`src/rtl/frog_sprite_renderer_pkg.sv`:
```
// Shared frog constants: facing encodings, grid and screen geometry, start position,
// and the sprite ROM image (frame 0 = sitting, frame 1 = mid-hop).
package frog_sprite_renderer_pkg;

    typedef enum logic [1:0] {
        FACE_UP    = 2'd0,
        FACE_DOWN  = 2'd1,
        FACE_LEFT  = 2'd2,
        FACE_RIGHT = 2'd3
    } facing_t;

    localparam int GRID_PX      = 32;
    localparam int SCREEN_W     = 640;
    localparam int SCREEN_H     = 480;
    localparam int FROG_START_X = 320;
    localparam int FROG_START_Y = 448;

    // addr = {frame, row[3:0], col[3:0]}; row 0 is the head end of the sprite.
    function automatic logic sprite_bit(input logic [8:0] addr);
        logic       frame;
        logic [3:0] row;
        logic [3:0] col;
        logic       bit_v;
        frame = addr[8];
        row   = addr[7:4];
        col   = addr[3:0];
        bit_v = (row >= 4'd1 && row <= 4'd13 && col >= 4'd3 && col <= 4'd12) ||
                (row == 4'd0 && (col == 4'd7 || col == 4'd8));
        if (row == 4'd14) begin
            // legs tucked in while sitting, splayed out while hopping
            bit_v = frame ? (col <= 4'd2 || col >= 4'd13)
                          : (col == 4'd4 || col == 4'd5 || col == 4'd10 || col == 4'd11);
        end
        return bit_v;
    endfunction

endpackage

```
`src/rtl/frog_sprite_renderer_if.sv`:
```
// Frog position and VGA scan bus feeding the sprite renderer.
interface frog_sprite_renderer_if;
    logic [9:0] frog_x;
    logic [9:0] frog_y;
    logic       frame_start;
    logic [9:0] pix_x;
    logic [9:0] pix_y;
    logic       pix_valid;

    modport master (output frog_x, frog_y, frame_start, pix_x, pix_y, pix_valid);
    modport slave  (input  frog_x, frog_y, frame_start, pix_x, pix_y, pix_valid);
endinterface

```
`src/rtl/frog_sprite_rom.sv`:
```
// 512x1 frog sprite ROM, synchronous read with one cycle of latency.
module frog_sprite_rom
    import frog_sprite_renderer_pkg::*;
(
    input  logic       clk,
    input  logic [8:0] addr,
    output logic       data
);

    always_ff @(posedge clk) begin
        data <= sprite_bit(addr);
    end

endmodule

```
`src/rtl/frog_sprite_renderer.sv`:
```
// Frog sprite renderer: per-frame position latch, facing/hop tracking, 2-stage pixel pipeline.
// Hop animation (FSM, hop counter, ROM frame select) is built only with FROG_HOP_ANIM_EN defined.
module frog_sprite_renderer
    import frog_sprite_renderer_pkg::*;
#(
    parameter int         SPRITE_PX  = GRID_PX,
    parameter int         HOP_FRAMES = 6,
    parameter logic [2:0] FROG_RGB   = 3'b010,
    parameter logic [9:0] RESET_X    = 10'(FROG_START_X),
    parameter logic [9:0] RESET_Y    = 10'(FROG_START_Y)
) (
    input  logic                    clk,
    input  logic                    reset,
    frog_sprite_renderer_if.slave   bus,
    output logic                    frog_on,
    output logic [2:0]              frog_rgb,
    output logic [1:0]              facing,
    output logic                    hopping
);

    localparam logic [9:0] SPRITE_W = 10'(SPRITE_PX);

    logic [9:0] pos_x;
    logic [9:0] pos_y;
    facing_t    face_q;
    facing_t    face_next;
    logic       moved;
    logic       frame_sel;

    assign moved = (bus.frog_x != pos_x) || (bus.frog_y != pos_y);

    // vertical motion wins over horizontal when both change in one frame
    always_comb begin
        face_next = face_q;
        if (bus.frog_y < pos_y)       face_next = FACE_UP;
        else if (bus.frog_y > pos_y)  face_next = FACE_DOWN;
        else if (bus.frog_x < pos_x)  face_next = FACE_LEFT;
        else if (bus.frog_x > pos_x)  face_next = FACE_RIGHT;
    end

    always_ff @(posedge clk) begin
        if (reset) begin
            pos_x  <= RESET_X;
            pos_y  <= RESET_Y;
            face_q <= FACE_UP;
        end else if (bus.frame_start) begin
            pos_x  <= bus.frog_x;
            pos_y  <= bus.frog_y;
            face_q <= face_next;
        end
    end

`ifdef FROG_HOP_ANIM_EN
    typedef enum logic {SIT, HOP} hop_state_t;
    hop_state_t state;
    logic [3:0] hop_cnt;

    always_ff @(posedge clk) begin
        if (reset) begin
            state   <= SIT;
            hop_cnt <= 4'd0;
        end else if (bus.frame_start) begin
            case (state)
                SIT: begin
                    if (moved) begin
                        state   <= HOP;
                        hop_cnt <= 4'(HOP_FRAMES - 1);
                    end
                end
                HOP: begin
                    if (moved)               hop_cnt <= 4'(HOP_FRAMES - 1);
                    else if (hop_cnt == 4'd0) state   <= SIT;
                    else                     hop_cnt <= hop_cnt - 4'd1;
                end
                default: state <= SIT;
            endcase
        end
    end

    assign frame_sel = (state == HOP);
`else
    assign frame_sel = 1'b0;
`endif

    assign facing  = face_q;
    assign hopping = frame_sel;

    logic [9:0] dx;
    logic [9:0] dy;
    logic       in_box;
    logic [3:0] u;
    logic [3:0] v;
    logic [3:0] row;
    logic [3:0] col;

    // bounds are checked before the difference is trusted, so no 10-bit wrap leaks in
    assign dx     = bus.pix_x - pos_x;
    assign dy     = bus.pix_y - pos_y;
    assign in_box = bus.pix_valid &&
                    (bus.pix_x >= pos_x) && (dx < SPRITE_W) &&
                    (bus.pix_y >= pos_y) && (dy < SPRITE_W);
    assign u = dx[4:1];
    assign v = dy[4:1];

    always_comb begin
        row = v;
        col = u;
        case (face_q)
            FACE_UP:    begin row = v;         col = u;         end
            FACE_DOWN:  begin row = 4'd15 - v; col = u;         end
            FACE_LEFT:  begin row = u;         col = v;         end
            FACE_RIGHT: begin row = 4'd15 - u; col = 4'd15 - v; end
            default:    begin row = v;         col = u;         end
        endcase
    end

    logic       in_box_q;
    logic [8:0] addr_q;
    logic       in_box_d;
    logic       rom_bit;

    always_ff @(posedge clk) begin
        if (reset) begin
            in_box_q <= 1'b0;
            addr_q   <= 9'd0;
            in_box_d <= 1'b0;
        end else begin
            in_box_q <= in_box;
            addr_q   <= {frame_sel, row, col};
            in_box_d <= in_box_q;
        end
    end

    frog_sprite_rom u_rom (
        .clk  (clk),
        .addr (addr_q),
        .data (rom_bit)
    );

    assign frog_on  = in_box_d & rom_bit;
    assign frog_rgb = frog_on ? FROG_RGB : 3'b000;

endmodule
```
`src/flat_wrapper.sv`:
```
// flat-port wrapper written by rule: the top's interface ports become plain ports
module frog_sprite_renderer_flat import frog_sprite_renderer_pkg::*;
#(
    parameter int         SPRITE_PX  = GRID_PX,
    parameter int         HOP_FRAMES = 6,
    parameter logic [2:0] FROG_RGB   = 3'b010,
    parameter logic [9:0] RESET_X    = 10'(FROG_START_X),
    parameter logic [9:0] RESET_Y    = 10'(FROG_START_Y)
)
  (clk, reset, frog_on, frog_rgb, facing, hopping, bus_frog_x, bus_frog_y, bus_frame_start, bus_pix_x, bus_pix_y, bus_pix_valid);
  frog_sprite_renderer_if bus_i ();
  input  logic clk;
  input  logic reset;
  output logic frog_on;
  output logic [2:0] frog_rgb;
  output logic [1:0] facing;
  output logic hopping;
  input wire logic [$bits(bus_i.frog_x)-1:0] bus_frog_x;
  input wire logic [$bits(bus_i.frog_y)-1:0] bus_frog_y;
  input wire logic [$bits(bus_i.frame_start)-1:0] bus_frame_start;
  input wire logic [$bits(bus_i.pix_x)-1:0] bus_pix_x;
  input wire logic [$bits(bus_i.pix_y)-1:0] bus_pix_y;
  input wire logic [$bits(bus_i.pix_valid)-1:0] bus_pix_valid;
  assign bus_i.frog_x = bus_frog_x;
  assign bus_i.frog_y = bus_frog_y;
  assign bus_i.frame_start = bus_frame_start;
  assign bus_i.pix_x = bus_pix_x;
  assign bus_i.pix_y = bus_pix_y;
  assign bus_i.pix_valid = bus_pix_valid;
  frog_sprite_renderer #(.SPRITE_PX(SPRITE_PX), .HOP_FRAMES(HOP_FRAMES), .FROG_RGB(FROG_RGB), .RESET_X(RESET_X), .RESET_Y(RESET_Y)) u_core (.clk(clk), .reset(reset), .bus(bus_i), .frog_on(frog_on), .frog_rgb(frog_rgb), .facing(facing), .hopping(hopping));
endmodule
```
`config.mk`:
```
export PLATFORM = sky130hd
export DESIGN_NAME = frog_sprite_renderer_flat
export DESIGN_NICKNAME = d
export VERILOG_FILES = /design/src/rtl/frog_sprite_renderer_pkg.sv /design/src/rtl/frog_sprite_renderer_if.sv /design/src/rtl/frog_sprite_rom.sv /design/src/rtl/frog_sprite_renderer.sv /design/src/flat_wrapper.sv
export SDC_FILE = /design/constraint.sdc
export NUM_CORES = 1
export LEC_CHECK = 0
export BUFFER_PORTS_ARGS = -buffer_cell sky130_fd_sc_hd__buf_2
export CORE_MARGIN = 5
export CORE_UTILIZATION = 56
export CTS_CLUSTER_DIAMETER = 120
export CTS_CLUSTER_SIZE = 25
export DETAILED_ROUTE_END_ITERATION = 8
export GPL_TIMING_DRIVEN = 0
export HOLD_SLACK_MARGIN = 0.03
export PLACE_DENSITY = 0.8
export SETUP_SLACK_MARGIN = 0.3
export SLEW_MARGIN = 20
export SYNTH_ARGS = -nofsm -noshare
export SYNTH_HDL_FRONTEND = slang
export SYNTH_SLANG_ARGS = --single-unit
export TNS_END_PERCENT = 10
```
`constraint.sdc`:
```
create_clock -name clk -period 3.12 [get_ports clk]
set_input_delay 0.468 -clock clk [delete_from_list [all_inputs] [get_ports clk]]
set_output_delay 0.468 -clock clk [all_outputs]
set_load 0.05 [all_outputs]
```
Yosys cells after proc, flatten, opt, wreduce, memory -nomap -nowiden
Index checks and enable logic that the tools add are counted.
Widths: inputs -> output; s select.
{"block": "totals", "input_bits": 44, "output_inout_bits": 7, "wordCells": 65, "register_bits": 34}
{"block": "classes", "add_sub_neg": 4, "bitwise_logic": 1, "n_lt_le_gt_ge": 14, "muxes": 9, "n_eq_ne": 10, "n_reduce_logical": 19}
{"operator": "$ge 10x10->1", "count": 2}
{"operator": "$gt 10x10->1", "count": 2}
{"operator": "$lt 10x10->1", "count": 2}
{"operator": "$lt 10x6->1 const B", "count": 2}
{"operator": "$sub 10x10->10", "count": 2}
{"operator": "$eq 4x4->1 const B", "count": 4}
{"operator": "$pmux 4 s4", "count": 1}
{"operator": "$eq 4x3->1 const B", "count": 3}
{"operator": "$pmux 4 s3", "count": 1}
{"operator": "$mux 2", "count": 5}
{"operator": "$le 4x4->1 const B", "count": 2}
{"operator": "$logic_and 1x1->1", "count": 8}
{"operator": "$sub 4x4->4 const A", "count": 2}
{"operator": "$logic_or 1x1->1", "count": 6}
{"operator": "$eq 2x2->1 const B", "count": 2}
{"operator": "$ge 4x1->1 const B", "count": 1}
{"operator": "$ge 4x2->1 const B", "count": 1}
{"operator": "$ge 4x4->1 const B", "count": 1}
{"operator": "$le 4x2->1 const B", "count": 1}
{"operator": "$logic_not 4->1", "count": 1}
{"operator": "$reduce_bool 4->1", "count": 1}
{"operator": "$eq 2x1->1 const B", "count": 1}
{"operator": "$logic_not 2->1", "count": 1}
{"operator": "$mux 1", "count": 2}
{"operator": "other kinds (3)", "count": 3}

Depth between registers and ports, before layout
Gate-level depths: netlist (run 1).
{"block": "logic_depth", "word_depth": 6, "mapped_depth": 12, "depth_no_buf": 12}

Modules after synthesis
A second synthesis (run 1) with hierarchy kept.
{"block": "unflattened", "cells_unflattened": 342, "area_unflattened_um2": 2850.2}
{"mod": "frog_sprite_renderer", "cells_per_inst": 314, "area_each_um2": 2641.3, "seq_area_each_um2": 640.6, "n_inst": 1}
{"mod": "frog_sprite_rom", "cells_per_inst": 28, "area_each_um2": 209.0, "seq_area_each_um2": 20.0, "n_inst": 1}

Worst setup path after synthesis (run 1)
Ideal clock, no wire load.
{"block": "synth_path", "path_kind": "input to register", "start": "input bus_pix_y[0]", "end": "register u_core.in_box_q", "n_path_buf": 0, "required_ps": 3032, "stages": 11, "setup_slack_ps": 300, "arrival_time_ps": 2732, "setup_ps": 88, "cell_sequence": "inv_1 > ha_1 > inv_1 > fa_1 > a21o_1 > a21oi_1 > nor3_1 > or4_1 > nor4_1 > nand3_1 > nor4_2"}
{"block": "synth_via", "elab_chain_len": 3, "elab_cells_between_ends": 5, "classes_between": "1 x add/sub; 2 x order compare; 2 x reduce/logical"}
{"item": "from (decl)", "line_no": "flat_wrapper.sv:22", "rtl": "input wire logic [$bits(bus_i.pix_y)-1:0] bus_pix_y;"}
{"item": "$sub 10x10->10 or $ge 10x10->1 (tied branches)", "line_no": "frog_sprite_renderer.sv:98, frog_sprite_renderer.sv:101"}
{"item": "$lt 10x6->1 or $logic_and 1x1->1 (tied branches)", "line_no": "frog_sprite_renderer.sv:101, frog_sprite_renderer.sv:100"}
{"item": "$logic_and 1x1->1 *", "line_no": "frog_sprite_renderer.sv:101", "rtl": "(bus.pix_y >= pos_y) && (dy < SPRITE_W);"}
{"item": "to (signal assigned)", "line_no": "frog_sprite_renderer.sv:128", "rtl": "in_box_q <= in_box;"}
{"item": "to (decl)", "line_no": "frog_sprite_renderer.sv:117", "rtl": "logic in_box_q;"}
Mark *: on every way between the ends. The rest lies on a longest branch, timed or not.
A chain may end at the register's enable or synchronous reset.

Final worst setup path (run 1)
{"block": "layout_path", "start": "register u_core.pos_x[0]", "end": "register u_core.in_box_q"}
{"block": "layout_via", "elab_chain_len": 5, "elab_cells_between_ends": 7, "classes_between": "1 x add/sub; 2 x order compare; 4 x reduce/logical"}
{"item": "from (decl)", "line_no": "frog_sprite_renderer.sv:23", "rtl": "logic [9:0] pos_x;"}
{"item": "from (signal assigned)", "line_no": "frog_sprite_renderer.sv:47", "rtl": "pos_x <= bus.frog_x;"}
{"item": "$sub 10x10->10 or $ge 10x10->1 (tied branches)", "line_no": "frog_sprite_renderer.sv:97, frog_sprite_renderer.sv:100"}
{"item": "$lt 10x6->1 or $logic_and 1x1->1 (tied branches)", "line_no": "frog_sprite_renderer.sv:100, frog_sprite_renderer.sv:99"}
{"item": "$logic_and 1x1->1 * (2 in a row)", "line_no": "frog_sprite_renderer.sv:100", "rtl": "(bus.pix_x >= pos_x) && (dx < SPRITE_W) &&"}
{"item": "$logic_and 1x1->1 *", "line_no": "frog_sprite_renderer.sv:101"}
Marked as above.

==> flow_metrics.env, run 1 <==
export IMPL_crit_path_start_kind="register"
export IMPL_stdcell_count=451
export IMPL_die_h_um=79.6
export IMPL_fmaxAchievable_ghz=0.372
export IMPL_synth_seq_cells=33
export IMPL_dr_pass1_iters=4
export IMPL_crit_arrival_ns=2.87
export IMPL_grt_usage_pct=21.5
export IMPL_rows=25
export IMPL_hold_violations=0
export IMPL_worstMarginPinSlew_ns=0.674
export IMPL_synth_top_area_cell="dfxtp_1"
export IMPL_htree_levels=2
export IMPL_ys_warn_count=0
export IMPL_path_clk_slew_ns=0.07
export IMPL_drt_iter0_drc=149
export IMPL_clockBufferDepth=2
export IMPL_drv_cap=0
export IMPL_dpl_cell_count=444
export IMPL_status="finished clean"
export IMPL_setup_viol=0
export IMPL_fp_dieW_um=79.6
export IMPL_path_class="reg -> reg"
export IMPL_area_growth_pct=15.4
export IMPL_avgSynthCellArea_um2=8.22
export IMPL_synth_ff_type="dfxtp_1"
export IMPL_ys_async_sr_fraction_pct=0
export IMPL_ys_seq_area_share_pct=24.3
export IMPL_ys_types=44
export IMPL_crit_required_ns=3.30
export IMPL_wire_per_inst_um=13.9
export IMPL_hp_class="in -> reg"
export IMPL_io_buffer_count=45
export IMPL_clock_sinks=33
export IMPL_clk_insertion_delay_late_ns=0.29
export IMPL_antenna_found_initial=0
export IMPL_synth_edf_count=0
export IMPL_min_period_over_period_pct=86.2
export IMPL_nFillCells=418
export IMPL_drive_gt1_share_pct=17.2
export IMPL_grt_pass1_vias=2496
export IMPL_finalCriticalPeriod_ns=2.69
export IMPL_yosysMostFrequentCell="ha_1"
export IMPL_p_per_area_mw_per_mm2=399
export IMPL_drc_errors=0
export IMPL_cp_end_kind="register"
export IMPL_maxSlewViolCount=0
export IMPL_finalSetupTns_ns=0
export IMPL_gr_usage_met2_pct=38.7
export IMPL_nNetsFinal=471
export IMPL_final_util_pct=66.3
export IMPL_ios=51
export IMPL_ir_drop_uv=276
export IMPL_start_util_pct=57.5
export IMPL_grt_ovfl_total=0
export IMPL_syn_area_mm2=0.00271
export IMPL_synth_cells=330
export IMPL_p_leak_nw=1.50
export IMPL_routed_wl_um=6290
export IMPL_design_core_area_mm2=0.00472
export IMPL_ctsHoldBuffers=0
export IMPL_relSlewSlack_pct=55.1
export IMPL_rsz0062_at_grt="no"
export IMPL_skew_ns=0.0107
export IMPL_insertedDiodeCount=0
export IMPL_critPathMaxFanout=3
export IMPL_yosys_top_cells_count="40 x ha_1, 33 x dfxtp_1, 33 x nor2_1"
export IMPL_cts_tree="done"
export IMPL_antenna_left=0
export IMPL_synthTopCellsByArea="dfxtp_1 24%, ha_1 18%, mux2i_1 6.6%, a21oi_1 4.6%, nor2_1 4.6%"
export IMPL_dpl_hpwl_um=5190
export IMPL_grt_max_degree=11
export IMPL_via_count=2473
export IMPL_root_buffer="clkbuf_8"
export IMPL_busiest_layer="met2"
export IMPL_grt_pass1_wl_um=10600
export IMPL_grtUsageMet1_pct=24.2
export IMPL_viasPerCell=5.48
export IMPL_synth_top_area_share_pct=24.3
export IMPL_use_met3_pct=4.06
export IMPL_gp_congestion=0.876
export IMPL_dieArea_mm2=0.00634
export IMPL_cts_buffers=5
[through the flow]
stage | setup slack (ns) | hold slack, ns | cell area (µm²) | power (mW)
6_report | 0.429 | 0.413 | 3130 | 1.25
2_1_floorplan | 0.388 | 0.414 | 2730 | 0.830
5_1_grt | 0.314 | 0.432 | 3130 | 1.34
3_3_place_gp | 0.0820 | 0.421 | 3030 | 0.927
4_1_cts | 0.344 | 0.408 | 3120 | 1.26
3_5_place_dp | 0.0487 | 0.426 | 3030 | 0.945
[cell type report]
| class | count | area (µm²) | area share (%) |
|---|---|---|---|
| Timing Repair Buffer | 46 | 233 | 7.43 |
| Inverter | 30 | 113 | 3.60 |
| Sequential cell | 33 | 662 | 21.1 |
| Tap cell | 67 | 83.8 | 2.68 |
| Buffer | 15 | 83.8 | 2.68 |
| Clock inverter | 1 | 5.00 | 0.160 |
| Clock buffer | 5 | 68.8 | 2.20 |
| Multi-Input combinational cell | 254 | 1880 | 60.1 |
[final timing paths]
path	from	to	slack (ns)	depth (start not counted)
max	u_core.pos_x[0]$_SDFFE_PP0P_	u_core.in_box_q$_SDFF_PP0_	0.43	10
min	bus_frog_y[8]	u_core.pos_y[8]$_SDFFE_PP1P_	0.41	3
max reg2reg	u_core.pos_x[0]$_SDFFE_PP0P_	u_core.in_box_q$_SDFF_PP0_	0.43	10
min reg2reg	u_core.in_box_q$_SDFF_PP0_	u_core.in_box_d$_SDFF_PP0_	0.44	1
[critical path, cell delays in order (launching register included)]
cell and delay, ns:
dfxtp_1 0.34, ha_1 0.22, fa_1 0.43, nor2b_1 0.19, o2111ai_1 0.15, nand3b_1 0.14
xor2_1 0.09, or4_1 0.42, nor4_2 0.17, nand3_1 0.12, nor4_2 0.31
[sequential cells by signal, summed over array words and instances, names as in the netlist]
signal / cells
u_core.facing: 2
u_core.addr_q: 8
u_core.pos_x: 10
u_core.pos_y: 10
u_core.in_box_q: 1
u_core.u_rom.data: 1
u_core.in_box_d: 1
[layout by cell type, fill, tap and decap left out, drive strengths merged, types with 2 or more instances in the layout]
cell	synthesis	layout
a211oi	6	6
a21o	8	8
a21oi	26	26
and3	2	2
buf	7	53
clkbuf	8	13
clkinv	1	2
conb	1	3
dfxtp	33	33
fa	2	2
ha	40	40
inv	29	29
mux2i	18	18
nand2	21	21
nand2b	8	8
nand3	7	7
nand4	6	6
nor2	34	34
nor2b	9	9
nor3	5	5
nor4	4	4
o2111ai	2	2
o211ai	7	7
o21a	2	2
o21ai	11	11
or4	2	2
xnor2	9	9
xor2	12	12
[per-layer routing]
metal	vias up	wire, µm
met5	-	0
met2	58	3220
met4	0	202
met1	1146	2550
li1	1251	-
met3	18	316
[cells by family after synthesis]
kind of cell             Yosys count  synth area share [%]
flip-flops                        33                  24.3
AO/OA/AOI/OAI                     68                  16.1
adder cells (fa/ha/maj)           42                  19.9
multiplexers                      19                  7.05
AND/OR/NAND/NOR                  101                  18.4
other                              1                 0.138
buffers and inverters             45                  7.24
XOR/XNOR                          21                  6.78
[what timing repair did]
action,in CTS,in global routing
setup endpoints to repair,1,1
setup buffers,0,1
pin swaps,1,3
endpoints found under the hold margin,0,0
resized for setup,2,1
gates cloned,0,0
[report_power, final]
part | internal, mW | switching, mW | total, mW
Sequential | 0.461 | 0.0204 | 0.482
Clock | 0.147 | 0.154 | 0.301
Combinational | 0.203 | 0.262 | 0.465
No activity file was read; power rests on OpenSTA's default activity.
==> inputs of run 2 (changes only) <==
--- a/config.mk
+++ b/config.mk
@@ -7,13 +7,13 @@
 export LEC_CHECK = 0
 export BUFFER_PORTS_ARGS = -buffer_cell sky130_fd_sc_hd__buf_2
 export CORE_MARGIN = 5
-export CORE_UTILIZATION = 56
+export CORE_UTILIZATION = 51
 export CTS_CLUSTER_DIAMETER = 120
 export CTS_CLUSTER_SIZE = 25
 export DETAILED_ROUTE_END_ITERATION = 8
 export GPL_TIMING_DRIVEN = 0
 export HOLD_SLACK_MARGIN = 0.03
-export PLACE_DENSITY = 0.8
+export PLACE_DENSITY = 0.77
 export SETUP_SLACK_MARGIN = 0.3
 export SLEW_MARGIN = 20
 export SYNTH_ARGS = -nofsm -noshare
==> constraint.sdc (replaced) <==
create_clock -name clk -period 2.2 [get_ports clk]
set_input_delay 0.33 -clock clk [delete_from_list [all_inputs] [get_ports clk]]
set_output_delay 0.33 -clock clk [all_outputs]
set_load 0.05 [all_outputs]
==> run 2 against run 1 <==
Compared with the run above:
- critical endpoint unchanged
- clock power rose by 54%
- register-to-register slack worse by 0.69 ns
- the flow now finishes with violations (setup timing)
- clock skew decreased by 0.00058 ns
- core utilization shrank 2.5 points
- wire length is 0.51% lower
- combinational power rose by 50%
- worst hold slack lost 0.14 ns
==> flow_metrics.env, run 2 (same netlist as run 1, synthesis figures left out) <==
export IMPL_start_util_pct=52.8
export IMPL_viasPerCell=5.26
export IMPL_grt_pass1_wl_um=10400
export IMPL_clockBufferDepth=2
export IMPL_root_buffer="clkbuf_8"
export IMPL_clock_sinks=33
export IMPL_nFillCells=449
export IMPL_via_count=2392
export IMPL_finalCriticalPeriod_ns=2.46
export IMPL_gp_congestion=0.877
export IMPL_fp_dieW_um=82.9
export IMPL_wire_per_inst_um=13.7
export IMPL_hold_violations=0
export IMPL_p_per_area_mw_per_mm2=562
export IMPL_path_class="reg -> reg"
export IMPL_grt_max_degree=12
export IMPL_dieArea_mm2=0.00688
export IMPL_io_buffer_count=45
export IMPL_mostFrequentLayoutCell="buf_2"
export IMPL_clk_insertion_delay_late_ns=0.29
export IMPL_crit_arrival_ns=2.65
export IMPL_regArea_um2=667
export IMPL_setup_viol=1
export IMPL_cp_slowest_cell="or4_4"
export IMPL_layout_common_cells="46 x buf_2, 37 x ha_1, 31 x nor2_1"
export IMPL_hold_ws_ns=0.277
export IMPL_antenna_found_initial=0
export IMPL_failed_checks="setup timing"
export IMPL_ir_drop_uv=279
export IMPL_cp_end_kind="register"
export IMPL_rows=26
export IMPL_grt_ovfl_total=0
export IMPL_crit_required_ns=2.39
export IMPL_antenna_left=0
export IMPL_worstMarginPinSlew_ns=0.790
export IMPL_nNetsFinal=470
export IMPL_insertedDiodeCount=0
export IMPL_rsz0062_at_grt="yes"
export IMPL_dpl_hpwl_um=4930
export IMPL_crit_buf_inv=1
export IMPL_dr_pass1_iters=4
export IMPL_crit_chain="ha_4, inv_2, fa_2, a21o_1, a21oi_4, nor3_1, or4_4, nor4_4, nand3_1, nor4_2"
export IMPL_area_growth_pct=20.7
export IMPL_ctsHoldBuffers=0
export IMPL_die_h_um=82.9
export IMPL_cts_buffers=5
export IMPL_routed_wl_um=6250
export IMPL_max_stage_delay_ns=0.55
export IMPL_cts_tree="done"
export IMPL_grt_pass1_vias=2399
export IMPL_skew_ns=0.0102
export IMPL_drive_gt1_share_pct=22.9
export IMPL_drv_cap=0
export IMPL_relSlewSlack_pct=47.3
export IMPL_multiInputGateArea_mm2=0.00201
export IMPL_crit_path_start_kind="register"
export IMPL_maxSlewViolCount=0
export IMPL_ios=51
export IMPL_htree_levels=2
export IMPL_status="complete, but fails checks"
export IMPL_grt_usage_pct=17.8
export IMPL_drc_errors=0
export IMPL_fin_ws_ns=-0.258
export IMPL_p_leak_nw=1.53
export IMPL_path_clk_slew_ns=0.07
export IMPL_fmaxAchievable_ghz=0.407
export IMPL_path_delay_family="simple AND/OR/NAND/NOR gates"
export IMPL_design_core_area_mm2=0.00514
export IMPL_final_util_pct=63.8
export IMPL_min_period_over_period_pct=112
export IMPL_top_regs="u_core.pos_x x10, u_core.pos_y x10, u_core.addr_q x8"
export IMPL_critPathMaxFanout=5
export IMPL_drt_iter0_drc=86
export IMPL_hp_class="in -> reg"
## run 2: repair_timing
action / CTS / global route
endpoints found under the setup margin: 4 / 7
gates resized for setup: 7 / 17
setup buffers: 0 / 0
pin swaps: 1 / 6
## run 2: routing by layer
metal | wire (µm) | vias to the layer above | track usage [%] | part of all wire, %
li1 | - | 1251 | - | -
met1 | 2820 | 1078 | 21.9 | 45
met2 | 3060 | 50 | 31.3 | 49
met3 | 243 | 13 | 3.27 | 3.9
met4 | 130 | 0 | 5.35 | 2.1
met5 | 0 | - | 0 | 0
## run 2: cell type report
cell class	count	share of cell area [%]
Buffer	15	2.56
Clock buffer	5	2.10
Clock inverter	3	0.535
Inverter	30	3.67
Multi-Input combinational cell	254	61.2
Sequential cell	33	20.4
Tap cell	70	2.67
Timing Repair Buffer	45	6.87
## run 2: where the power goes
part | switching (mW) | internal, mW
combinational | 0.388 | 0.310
sequential | 0.0287 | 0.654
clock | 0.244 | 0.218
total | 0.661 | 1.18
## run 2: worst paths after layout
path                                                    from                            to  slack [ns]  cells past startpoint
worst min register to register   u_core.addr_q[0]$_SDFF_PP0_     u_core.u_rom.data$_DFF_P_        0.46                      2
worst min-delay path                           bus_frog_y[7]  u_core.pos_y[7]$_SDFFE_PP1P_        0.28                      3
worst max register to register  u_core.pos_y[0]$_SDFFE_PP0P_    u_core.in_box_q$_SDFF_PP0_       -0.26                     10
worst max-delay path            u_core.pos_y[0]$_SDFFE_PP0P_    u_core.in_box_q$_SDFF_PP0_       -0.26                     10
## run 2: worst reg2reg max path, delay by kind of cell (launching register included)
family                   cells  cell delay (ns)
AO/OA/AOI/OAI                2             0.38
adder cells (fa/ha/maj)      2             0.52
buffers and inverters        1             0.04
flip-flops                   1             0.37
AND/OR/NAND/NOR              5             1.07
## run 2: through the flow
step / cells / setup WS, ns / setup TNS [ns] / cell area (µm²) / total power [mW]
after floorplan: 332 / -0.0862 / -0.0862 / 2750 / 1.18
after global placement: 447 / -0.343 / -0.343 / 3060 / 1.32
after detailed placement: 447 / -0.408 / -0.408 / 3060 / 1.34
after CTS: 455 / -0.227 / -0.227 / 3170 / 1.82
after global routing: 455 / -0.330 / -0.330 / 3280 / 1.98
final: 455 / -0.258 / -0.258 / 3280 / 1.84
==> inputs of run 3 (changes only) <==
--- a/config.mk
+++ b/config.mk
@@ -5,15 +5,15 @@
 export SDC_FILE = /design/constraint.sdc
 export NUM_CORES = 1
 export LEC_CHECK = 0
-export BUFFER_PORTS_ARGS = -buffer_cell sky130_fd_sc_hd__buf_2
 export CORE_MARGIN = 5
-export CORE_UTILIZATION = 51
+export CORE_UTILIZATION = 58
 export CTS_CLUSTER_DIAMETER = 120
 export CTS_CLUSTER_SIZE = 25
 export DETAILED_ROUTE_END_ITERATION = 8
+export DONT_BUFFER_PORTS = 1
 export GPL_TIMING_DRIVEN = 0
 export HOLD_SLACK_MARGIN = 0.03
-export PLACE_DENSITY = 0.77
+export PLACE_DENSITY = 0.76
 export SETUP_SLACK_MARGIN = 0.3
 export SLEW_MARGIN = 20
 export SYNTH_ARGS = -nofsm -noshare
==> run 3 against run 2 <==
Compared with the run above:
- the run still ends with setup timing left
- core utilization is 3.2 points higher
- cell count down 14%
- register-to-register slack improved by 0.14 ns
- combinational power is 11% lower
- critical path depth is the same
- sequential cell count is the same
- global-route usage up 2.9 points
- worst setup slack improved by 0.14 ns
- count of clock-buffer cells in the layout stayed put
- die area decreased by 11%
- total power fell by 5.5%
- fmax up 6.1%
- largest power group is now sequential cells
==> flow_metrics.env, run 3 (same netlist as run 1, synthesis figures left out) <==
export IMPL_root_buffer="clkbuf_8"
export IMPL_hold_violations=0
export IMPL_insertedDiodeCount=0
export IMPL_path_clk_slew_ns=0.07
export IMPL_dr_pass1_iters=4
export IMPL_setup_viol=1
export IMPL_stdcell_count=391
export IMPL_drv_cap=0
export IMPL_grt_ovfl_total=0
export IMPL_mostFrequentLayoutCell="ha_1"
export IMPL_antenna_left=0
export IMPL_cp_end_kind="register"
export IMPL_layout_common_cells="37 x ha_1, 32 x nor2_1, 30 x dfxtp_1"
export IMPL_min_from="bus_frog_y[8]"
export IMPL_via_count=2239
export IMPL_drive_gt1_share_pct=11.8
export IMPL_r2r_slack_ns=-0.12
export IMPL_grt_pass1_vias=2266
export IMPL_cts_tree="done"
export IMPL_final_util_pct=66.9
export IMPL_area_growth_pct=9.64
export IMPL_place_ws_ns=-0.256
export IMPL_drc_errors=0
export IMPL_maxSlewViolCount=0
export IMPL_min_period_over_period_pct=105
export IMPL_grt_pass1_wl_um=10200
export IMPL_clockBufferDepth=2
export IMPL_status="complete, but fails checks"
export IMPL_clock_sinks=33
export IMPL_skew_ns=0.00369
export IMPL_cts_buffers=5
export IMPL_fin_ws_ns=-0.117
export IMPL_htree_levels=2
export IMPL_grt_max_degree=11
export IMPL_clk_insertion_delay_late_ns=0.29
export IMPL_hp_class="in -> reg"
export IMPL_startpoint="u_core.pos_y[0]$_SDFFE_PP0P_"
export IMPL_io_buffer_count=0
export IMPL_antenna_found_initial=0
export IMPL_rr_startpoint="u_core.pos_y[0]$_SDFFE_PP0P_"
export IMPL_path_class="reg -> reg"
export IMPL_failed_checks="setup timing"
export IMPL_gp_congestion=0.835
export IMPL_dieArea_mm2=0.00615
export IMPL_relSlewSlack_pct=52.1
export IMPL_top_regs="u_core.pos_x x10, u_core.pos_y x10, u_core.addr_q x8"
export IMPL_nNetsFinal=426
export IMPL_design_core_area_mm2=0.00444
export IMPL_p_per_area_mw_per_mm2=586
export IMPL_grt_usage_pct=20.7
export IMPL_drt_iter0_drc=72
export IMPL_finalSetupTns_ns=-0.117
export IMPL_ir_drop_uv=245
export IMPL_routed_wl_um=5940
export IMPL_design_area_mm2=0.00298
export IMPL_die_h_um=78.4
export IMPL_r2r_end="u_core.in_box_q$_SDFF_PP0_"
export IMPL_dpl_hpwl_um=4820
export IMPL_dpl_cell_count=384
export IMPL_fmaxAchievable_ghz=0.432
export IMPL_nFillCells=367
export IMPL_crit_required_ns=2.40
export IMPL_rows=24
export IMPL_critPathMaxFanout=3
export IMPL_ctsHoldBuffers=0
export IMPL_ios=51
export IMPL_start_util_pct=61.1
export IMPL_crit_end="u_core.in_box_q$_SDFF_PP0_"
export IMPL_worstRegToRegCells=10
export IMPL_placed_area_mm2=0.00281
export IMPL_worstMarginPinSlew_ns=0.718
export IMPL_crit_path_start_kind="register"
export IMPL_p_leak_nw=1.33
export IMPL_rsz0062_at_grt="yes"
export IMPL_finalCriticalPeriod_ns=2.32
export IMPL_wire_per_inst_um=15.2
export IMPL_viasPerCell=5.73
export IMPL_crit_arrival_ns=2.52
export IMPL_fp_dieW_um=78.4
## run 3: cell types whose count changed in the layout (fill, tap and decap cells not counted), moves of 2 or more
cell / before / now
a211oi_1: 3 / 5
nor2b_4: 2 / 0
a211oi_2: 3 / 1
buf_2: 46 / 1
## run 3: how the worst min path moves through the flow
stage	endpoint	slack, ns	cells after the start
global placement	u_core.in_box_d$_SDFF_PP0_	0.46	1
global route	u_core.pos_y[6]$_SDFFE_PP1P_	0.19	2
floorplan	u_core.in_box_d$_SDFF_PP0_	0.41	1
CTS	u_core.pos_y[8]$_SDFFE_PP1P_	0.17	2
detailed placement	u_core.in_box_d$_SDFF_PP0_	0.47	1
finish	u_core.pos_y[8]$_SDFFE_PP1P_	0.17	2
## run 3: where the power goes
part           internal [mW]  switching, mW  total [mW]
Combinational          0.275          0.345       0.620
Sequential             0.654         0.0389       0.693
Clock                  0.208          0.221       0.429
Total                   1.14          0.605        1.74
## run 3: worst max-delay path: stages (launching register included)
cell	delay [ns]
dfxtp_4	0.37
ha_4	0.13
inv_2	0.04
fa_2	0.38
a21o_1	0.19
a21oi_4	0.17
nor3_2	0.06
or4_4	0.53
nor4_2	0.13
nand3_1	0.11
nor4_2	0.12
## run 3: layout make-up
cell class,instances,area (µm²),share of cell area [%]
multi-input cells,254,1960,65.8
flip-flops and latches,33,667,22.4
inverters,30,120,4.04
plain buffers,15,83.8,2.82
clock buffers,5,68.8,2.31
well taps,52,65.1,2.19
repair buffers,1,7.51,0.252
clock inverters,1,5.00,0.168
## run 3: stage by stage
step           hold WS, ns  power [mW]
3_3_place_gp         0.462        1.27
4_1_cts              0.168        1.74
2_1_floorplan        0.414        1.18
5_1_grt              0.186        1.87
3_5_place_dp         0.468        1.29
6_report             0.172        1.74
## run 3: per-layer routing
metal  vias to the layer above  GRT usage, %  wire length, µm
met2                        50          37.5             2940
met5                         -             0                0
met3                         9          6.29              407
li1                       1157             -                -
met4                         0          5.42              101
met1                      1023          23.5             2500
## run 3: what timing repair did
action / CTS / global route
setup buffers: 1 / 0
resized for setup: 10 / 8
pin swaps: 4 / 1
endpoints found under the setup margin: 3 / 9
